==> src/rtl/ccs_rr_merge.sv <==
// N-channel ccs merge: round-robin arbiter into a tagged output FIFO
// with programmable idle cycles after each output transfer.
module ccs_rr_merge #(
    parameter int WIDTH = 32,
    parameter int NCH   = 4,
    parameter int DEPTH = 4,
    localparam int CHW  = $clog2(NCH),
    localparam int CW   = $clog2(DEPTH + 1)
) (
    input  logic                 clk,
    input  logic                 rst,
    input  logic [NCH-1:0]       in_vld,
    output logic [NCH-1:0]       in_rdy,
    input  logic [NCH*WIDTH-1:0] in_dat,
    output logic                 out_vld,
    input  logic                 out_rdy,
    output logic [WIDTH-1:0]     out_dat,
    output logic [CHW-1:0]       out_ch,
    input  logic [7:0]           stall_cycles,
    output logic [CW-1:0]        fifo_cnt
);

    localparam int AW = $clog2(DEPTH);

    typedef enum logic [1:0] {
        IDLE   = 2'd0,
        ACTIVE = 2'd1,
        STALL  = 2'd2
    } state_t;

    state_t              state, state_nxt;
    logic [7:0]          ctr, ctr_nxt;
    logic [CHW-1:0]      ptr;
    logic [CHW-1:0]      g;
    logic [CHW:0]        idx;
    logic                hit;
    logic                full;
    logic                push, pop;
    logic [CW-1:0]       cnt, cnt_nxt;
    logic [AW-1:0]       rd, wr;
    logic [CHW+WIDTH-1:0] mem [DEPTH];

    // rotate the search origin to ptr; first valid channel wins
    always_comb begin
        g   = '0;
        hit = 1'b0;
        idx = '0;
        for (int k = 0; k < NCH; k++) begin
            idx = {1'b0, ptr} + (CHW+1)'(k);
            if (idx >= (CHW+1)'(NCH))
                idx = idx - (CHW+1)'(NCH);
            if (!hit && in_vld[idx[CHW-1:0]]) begin
                hit = 1'b1;
                g   = idx[CHW-1:0];
            end
        end
    end

    assign full = (cnt == CW'(DEPTH));

    always_comb begin
        in_rdy = '0;
        if (rst && hit && !full)
            in_rdy[g] = 1'b1;
    end

    assign push     = rst && hit && !full;
    assign pop      = (state == ACTIVE) && out_rdy;
    assign cnt_nxt  = cnt + CW'(push) - CW'(pop);
    assign fifo_cnt = cnt;
    assign out_dat  = mem[rd][WIDTH-1:0];
    assign out_ch   = mem[rd][CHW+WIDTH-1:WIDTH];

    always_ff @(posedge clk or negedge rst) begin
        if (!rst) begin
            ptr <= '0;
            cnt <= '0;
            rd  <= '0;
            wr  <= '0;
            for (int i = 0; i < DEPTH; i++)
                mem[i] <= '0;
        end else begin
            cnt <= cnt_nxt;
            if (push) begin
                mem[wr] <= {g, in_dat[g*WIDTH +: WIDTH]};
                wr      <= wr + 1'b1;
                ptr     <= (g == CHW'(NCH - 1)) ? '0 : g + 1'b1;
            end
            if (pop)
                rd <= rd + 1'b1;
        end
    end

    always_ff @(posedge clk or negedge rst) begin
        if (!rst) begin
            state <= IDLE;
            ctr   <= '0;
        end else begin
            state <= state_nxt;
            ctr   <= ctr_nxt;
        end
    end

    // next-state uses post-edge occupancy so a push into an empty FIFO shows at once
    always_comb begin
        state_nxt = state;
        ctr_nxt   = ctr;
        out_vld   = 1'b0;
        unique case (state)
            IDLE: begin
                if (cnt_nxt != '0)
                    state_nxt = ACTIVE;
            end
            ACTIVE: begin
                out_vld = 1'b1;
                if (out_rdy) begin
                    if (stall_cycles != 8'd0) begin
                        ctr_nxt   = stall_cycles;
                        state_nxt = STALL;
                    end else if (cnt_nxt == '0) begin
                        state_nxt = IDLE;
                    end
                end
            end
            STALL: begin
                ctr_nxt = ctr - 8'd1;
                if (ctr == 8'd1)
                    state_nxt = (cnt_nxt != '0) ? ACTIVE : IDLE;
            end
            default: begin
                state_nxt = IDLE;
            end
        endcase
    end

endmodule

==> config.mk <==
export PLATFORM = sky130hd
export DESIGN_NAME = ccs_rr_merge
export DESIGN_NICKNAME = d
export VERILOG_FILES = /design/src/rtl/ccs_rr_merge.sv
export SDC_FILE = /design/constraint.sdc
export NUM_CORES = 1
export LEC_CHECK = 0
export CAP_MARGIN = 20
export CORE_MARGIN = 2
export CORE_UTILIZATION = 40
export DETAILED_ROUTE_END_ITERATION = 8
export PLACE_DENSITY = 0.73
export SLEW_MARGIN = 20
export SYNTH_ARGS = -nofsm -noshare
export SYNTH_HDL_FRONTEND = slang
export SYNTH_SLANG_ARGS = --single-unit
==> constraint.sdc <==
create_clock -name clk -period 5.44 [get_ports clk]
set_input_delay 1.088 -clock clk [delete_from_list [all_inputs] [get_ports clk]]
set_output_delay 1.088 -clock clk [all_outputs]
set_load 0.1 [all_outputs]
==> results of run 1 <==
how the worst min path moves through the flow:
stage | start | end | slack [ns] | depth (start not counted)
finish | mem[134]$_DFFE_PN0P_ | mem[134]$_DFFE_PN0P_ | 0.48 | 2
global route | mem[4]$_DFFE_PN0P_ | mem[4]$_DFFE_PN0P_ | 0.50 | 2
CTS | mem[66]$_DFFE_PN0P_ | mem[66]$_DFFE_PN0P_ | 0.48 | 2
detailed placement | mem[66]$_DFFE_PN0P_ | mem[66]$_DFFE_PN0P_ | 0.47 | 2
global placement | mem[66]$_DFFE_PN0P_ | mem[66]$_DFFE_PN0P_ | 0.46 | 2
floorplan | mem[32]$_DFFE_PN0P_ | mem[32]$_DFFE_PN0P_ | 0.44 | 2
critical path: stages, from the launching register on:
cell             delay, ns
dfrtp_2               0.80
buf_4                 0.40
mux4_2                0.54
clkdlybuf4s50_1       1.01
placed cells by master, fill, tap and decap left out, drive strengths merged, types with 3 or more instances in the layout:
| cell | synthesis | layout |
|---|---|---|
| clkdlybuf4s50 | 0 | 179 |
| nand2 | 156 | 156 |
| dfrtp | 155 | 155 |
| o221ai | 128 | 128 |
| mux2i | 64 | 64 |
| mux4 | 34 | 34 |
| clkbuf | 8 | 21 |
| inv | 13 | 14 |
| o21ai | 13 | 13 |
| ha | 12 | 12 |
| buf | 48 | 11 |
| nand3 | 10 | 10 |
| nor2 | 7 | 7 |
| clkinv | 0 | 6 |
| nor2b | 5 | 5 |
| or4 | 5 | 5 |
| and2 | 4 | 4 |
| a21oi | 4 | 4 |
| xnor2 | 3 | 3 |
| nor3 | 3 | 3 |
| clkinvlp | 0 | 3 |
cells in the mapped netlist (3+ instances only):
master    number
dfrtp_1      155
nand2_1      152
o221ai_1     128
mux2i_1       64
buf_2         36
mux4_2        34
ha_1          12
inv_1         11
o21ai_0       10
buf_4          9
clkbuf_1       8
nor2_1         7
nand3_2        6
nor2b_1        5
and2_1         4
nand2_4        4
nand3_1        4
or4_1          4
a21oi_1        3
nor3_1         3
xnor2_1        3
stage by stage:
stage          std cells  area (sq um)   util  setup WS, ns
2_1_floorplan        697          8080      -          1.53
3_3_place_gp        1096         10000  0.510          1.36
3_5_place_dp        1096         10000  0.510          1.32
4_1_cts             1128         10600  0.539          1.14
5_1_grt             1128         10600  0.539          1.04
6_report            1128         10600  0.539          1.19
flip-flops by register name, indices dropped and copies added (netlist names):
signal / flops
fifo_cnt: 3
wr: 2
mem: 136
ctr: 8
state: 2
ptr: 2
rd: 2
metal layers:
layer | track usage | part of all wire | vias up
li1 | - | - | 2998
met1 | 0.309 | 0.42 | 3450
met2 | 0.380 | 0.49 | 332
met3 | 0.0463 | 0.079 | 23
met4 | 0.0583 | 0.010 | 0
met5 | 0 | 0 | -
logic make-up after synthesis:
kind of cell / count (synthesis)
compound gates: 159
fa+ha+maj: 13
xor+xnor: 5
mux: 98
simple gates: 198
buf+inv: 69
flops: 155
cell type report:
type,count,area share
sequential,155,0.366
inverter,13,0.00461
clock buffer,21,0.0454
tap,265,0.0313
timing repair buffer,190,0.177
multi-input combinational,473,0.366
clock inverter,11,0.00862
power by group through the flow:
stage	logic [mW]	registers [mW]	clock network [mW]
3_5_place_dp	4.57	2.10	0
5_1_grt	4.81	2.17	1.22
2_1_floorplan	3.61	1.99	0
6_report	4.56	2.11	1.14
4_1_cts	4.58	2.09	1.16
3_3_place_gp	4.50	2.08	0
==> metrics.yaml, run 1 <==
status:
  outcome: "completed"
placement:
  port_buffers: 184
  place_congestion: 0.786
  dp_hpwl_um: 14500
detailed_routing:
  drt_iter0_drc: 424
  dr.pass1.iters: 5
  via_count: 6803
  routed_via_density: 6.03
  wl_per_cell_um: 21.2
  routed_wl_um: 23900
  drcViolationCount: 0
  drtAntennaViolNets: 0
synth:
  async_flop_share: 1.00
  syn_nets: 853
  synth-edff-count: 0
  synth_compound_area_frac: 0.165
  yosys.area_share.simple: 0.112
  synth_xor_area_frac: 0.00542
  syn_inst: 697
  syn-cell-area_sq_um: 8080
  synth_mux_area_frac: 0.174
  synth_top_area_share: 0.480
  yosys.area_share.adder: 0.0211
  avgSynthCellArea_sq_um: 11.6
  ys_ff_latch: 155
  yosysWarnings: 0
  synth_cell_types: 49
  seq_area_frac_synth: 0.480
  synth_top_family_by_area: "multiplexers"
  synth_area_leader_cell: "dfrtp_1"
  synth_top_flop_cell: "dfrtp_1"
  yosys-top-cells-area: "dfrtp_1 48%, o221ai_1 14%, mux4_2 9.5%"
global_route:
  grt_pass1_vias: 6980
  grt_max_degree: 60
  grt_usage: 0.229
  antenna_found_initial: 0
  grt_pass1_wl_um: 38700
  grt-ovfl-total: 0
die:
  pin_count: 185
  core_sq_um: 19700
  die_h_um: 146
  dieWidth_um: 146
  die_area_sq_um: 21300
  start_util: 0.411
  num_rows: 51
finish:
  nNetsFinal: 1006
  areaGrowthSynthToFinish_pct: 31.2
  regArea_sq_um: 3880
  num_antenna_cells: 0
  drive_above_1_share: 0.117
  multi_input_area_sq_um: 3880
  fillers: 1727
sta:
  slew_violations: 0
  timing.hold.ws_ns: 0.480
  finalSetupViolCount: 0
  fmaxAchievable_ghz: 0.235
  fin_skew_ns: 0.00871
  rsz0062_at_grt: "false"
  hold_viol_final: 0
  min_period_ns: 4.25
  max_slew_margin: 0.302
  post-route-period-util: 0.781
  tightest_slew_ns: 1.05
  final.setup.tns_ns: 0
clock_tree:
  cts_made_buffers: 17
  cts_root_buffer: "clkbuf_16"
  cts.repair.resized: 0
  insertion_delay_ns: 0.41
  path_clk_slew_ns: 0.06
  cts_setup_buffers: 0
  cts_buffer_depth: 2
  cts_tree: "built"
  ctsHoldBuffers: 0
  clock_sinks: 155
  htreeDepth: 4
power_and_ir_drop:
  p_total_mw: 7.81
  internal_power_mw: 3.82
  netSwitchingPower_mw: 3.99
  pwr-share-comb: 0.584
  p_leak_nw: 4.55
  ir_worst_vdd_mv: 0.543
  swShare: 0.511
  power_density_nw_per_um2: 737
  pwr-share-seq: 0.270
  p_clk_frac: 0.146
setup_path:
  crit_type: "flip-flop to output pin"
  critPathArrivalTime_ns: 3.16
  worstSetupStartpoint: "rd[0]$_DFFE_PN0P_"
  start_kind: "flip-flop"
  critPathCapture: "out_dat[0]"
  rrSetupSlack_ns: 2.79
  path_max_fanout: 18
  end_kind: "output pin"
  r2r_start: "fifo_cnt[1]$_DFF_PN0_"
  worstPathRequired_ns: 4.35
  reg2reg_to: "state[0]$_DFFE_PN0P_"
  rr_worst_depth: 9
min_path:
  hp-class: "flip-flop to flip-flop"
flow_run:
  max_cap_viol_count: 0
(Power assumes the default switching activity.)
==> inputs of run 2 (changes only) <==
==> constraint.sdc (replaced) <==
create_clock -name clk -period 4.2 [get_ports clk]
set_input_delay 0.84 -clock clk [delete_from_list [all_inputs] [get_ports clk]]
set_output_delay 0.84 -clock clk [all_outputs]
set_load 0.1 [all_outputs]
==> run 2 against run 1 <==
Utilization rose by 0.46 points. Clock power up 46%. Non-clock buffer count grew 6. Power increased by 31%. Largest power group unchanged.
==> metrics.yaml, run 2 (synthesis results as in run 1) <==
setup_path:
  critPathArrivalTime_ns: 2.70
  end_kind: "output pin"
  rr_worst_depth: 9
  rrSetupSlack_ns: 1.56
  path_max_fanout: 7
  crit_type: "input port to output pin"
  r2r_start: "fifo_cnt[1]$_DFF_PN0_"
  worstPathRequired_ns: 3.36
  start_kind: "input port"
  reg2reg_to: "state[0]$_DFFE_PN0P_"
die:
  pin_count: 185
  start_util: 0.411
  dieWidth_um: 146
  die_area_sq_um: 21300
  die_h_um: 146
  core_sq_um: 19700
  num_rows: 51
clock_tree:
  cts.repair.resized: 0
  cts_setup_buffers: 0
  cts_tree: "built"
  clock_sinks: 155
  cts_made_buffers: 17
  insertion_delay_ns: 0.43
  cts_root_buffer: "clkbuf_16"
  cts_buffer_depth: 2
  htreeDepth: 4
  path_clk_slew_ns: 0.06
  ctsHoldBuffers: 0
sta:
  max_slew_margin: 0.311
  post-route-period-util: 0.842
  hold_viol_final: 0
  rsz0062_at_grt: "false"
  timing.hold.ws_ns: 0.284
  finalSetupViolCount: 0
  tightest_slew_ns: 1.03
  fin_skew_ns: 0.0148
  slew_violations: 0
  min_period_ns: 3.54
  fmaxAchievable_ghz: 0.283
  final.setup.tns_ns: 0
detailed_routing:
  wl_per_cell_um: 21.2
  routed_via_density: 6.01
  via_count: 6817
  drt_iter0_drc: 585
  drcViolationCount: 0
  dr.pass1.iters: 5
  routed_wl_um: 24000
  drtAntennaViolNets: 0
global_route:
  grt_usage: 0.228
  grt-ovfl-total: 0
  grt_pass1_vias: 6987
  antenna_found_initial: 0
  grt_pass1_wl_um: 38400
  grt_max_degree: 65
finish:
  layout_commonest_cell: "dfrtp_1"
  largest_reg_flops: 136
  final_cell_mix: "153 x dfrtp_1, 152 x nand2_1, 145 x clkdlybuf4s50_1, 128 x o221ai_1, 64 x mux2i_1"
  nNetsFinal: 1012
  areaGrowthSynthToFinish_pct: 32.3
  num_antenna_cells: 0
  drive_above_1_share: 0.162
  final_util: 0.544
  top_register: "mem"
power_and_ir_drop:
  ir_worst_vdd_mv: 0.455
  power_density_nw_per_um2: 961
  p_leak_nw: 4.66
status:
  outcome: "completed"
placement:
  dp_hpwl_um: 14600
  place_congestion: 0.780
  port_buffers: 184
flow_run:
  max_cap_viol_count: 0
min_path:
  hp-class: "input port to async pin"
## run 2: changes by cell type in the layout (fill, tap and decap cells not counted), moves of 4 or more
cell | before | now
buf_12 | 0 | 5
clkbuf_8 | 4 | 0
clkdlybuf4s50_1 | 179 | 145
clkinv_2 | 6 | 0
buf_4 | 10 | 45
clkinv_4 | 0 | 5
## run 2: per-layer routing
layer  global-route usage  wire, um
met1                0.303     10100
met2                0.378     11700
met3               0.0472      1880
met4               0.0723       263
met5                    0         0
## run 2: worst max-delay path, cell delays in order
cell and delay (ns):
clkdlybuf4s50_1 0.58, nor2b_1 0.07, o21ai_1 0.14, o211ai_2 0.24, inv_2 0.22, ha_1 0.19
and2_1 0.21, buf_12 0.19
## run 2: area by class of cell
class	count	area (sq um)
fill	1695	8970
sequential	155	3880
multi-input combinational	473	3880
timing repair buffer	196	1900
clock buffer	17	425
tap	265	332
clock inverter	15	215
inverter	13	48.8
## run 2: worst max path at each step
| stage | startpoint | end | slack, ns | cells after the start |
|---|---|---|---|---|
| floorplan | fifo_cnt[1]$_DFF_PN0_ | in_rdy[0] | 0.72 | 5 |
| CTS | in_vld[2] | in_rdy[3] | 0.65 | 8 |
| detailed placement | in_vld[1] | state[0]$_DFFE_PN0P_ | 0.57 | 10 |
| global placement | in_vld[3] | state[0]$_DFFE_PN0P_ | 0.58 | 10 |
| finish | in_vld[3] | in_rdy[3] | 0.66 | 8 |
| global route | in_vld[3] | in_rdy[3] | 0.50 | 8 |
## run 2: stage by stage
step	setup slack [ns]	std cells	power (mW)	area, sq um
floorplan	0.715	697	7.25	8080
global placement	0.580	1102	8.49	10000
detailed placement	0.572	1102	8.59	10000
CTS	0.648	1134	10.3	10700
global route	0.499	1134	10.8	10700
finish	0.664	1134	10.3	10700
## run 2: report_power, final
part	leakage [nW]	internal, mW	switching, mW	total [mW]
clock	0.302	1.01	0.668	1.67
combinational	2.42	1.82	4.07	5.88
sequential	1.93	2.19	0.512	2.70
total	4.66	5.02	5.25	10.3
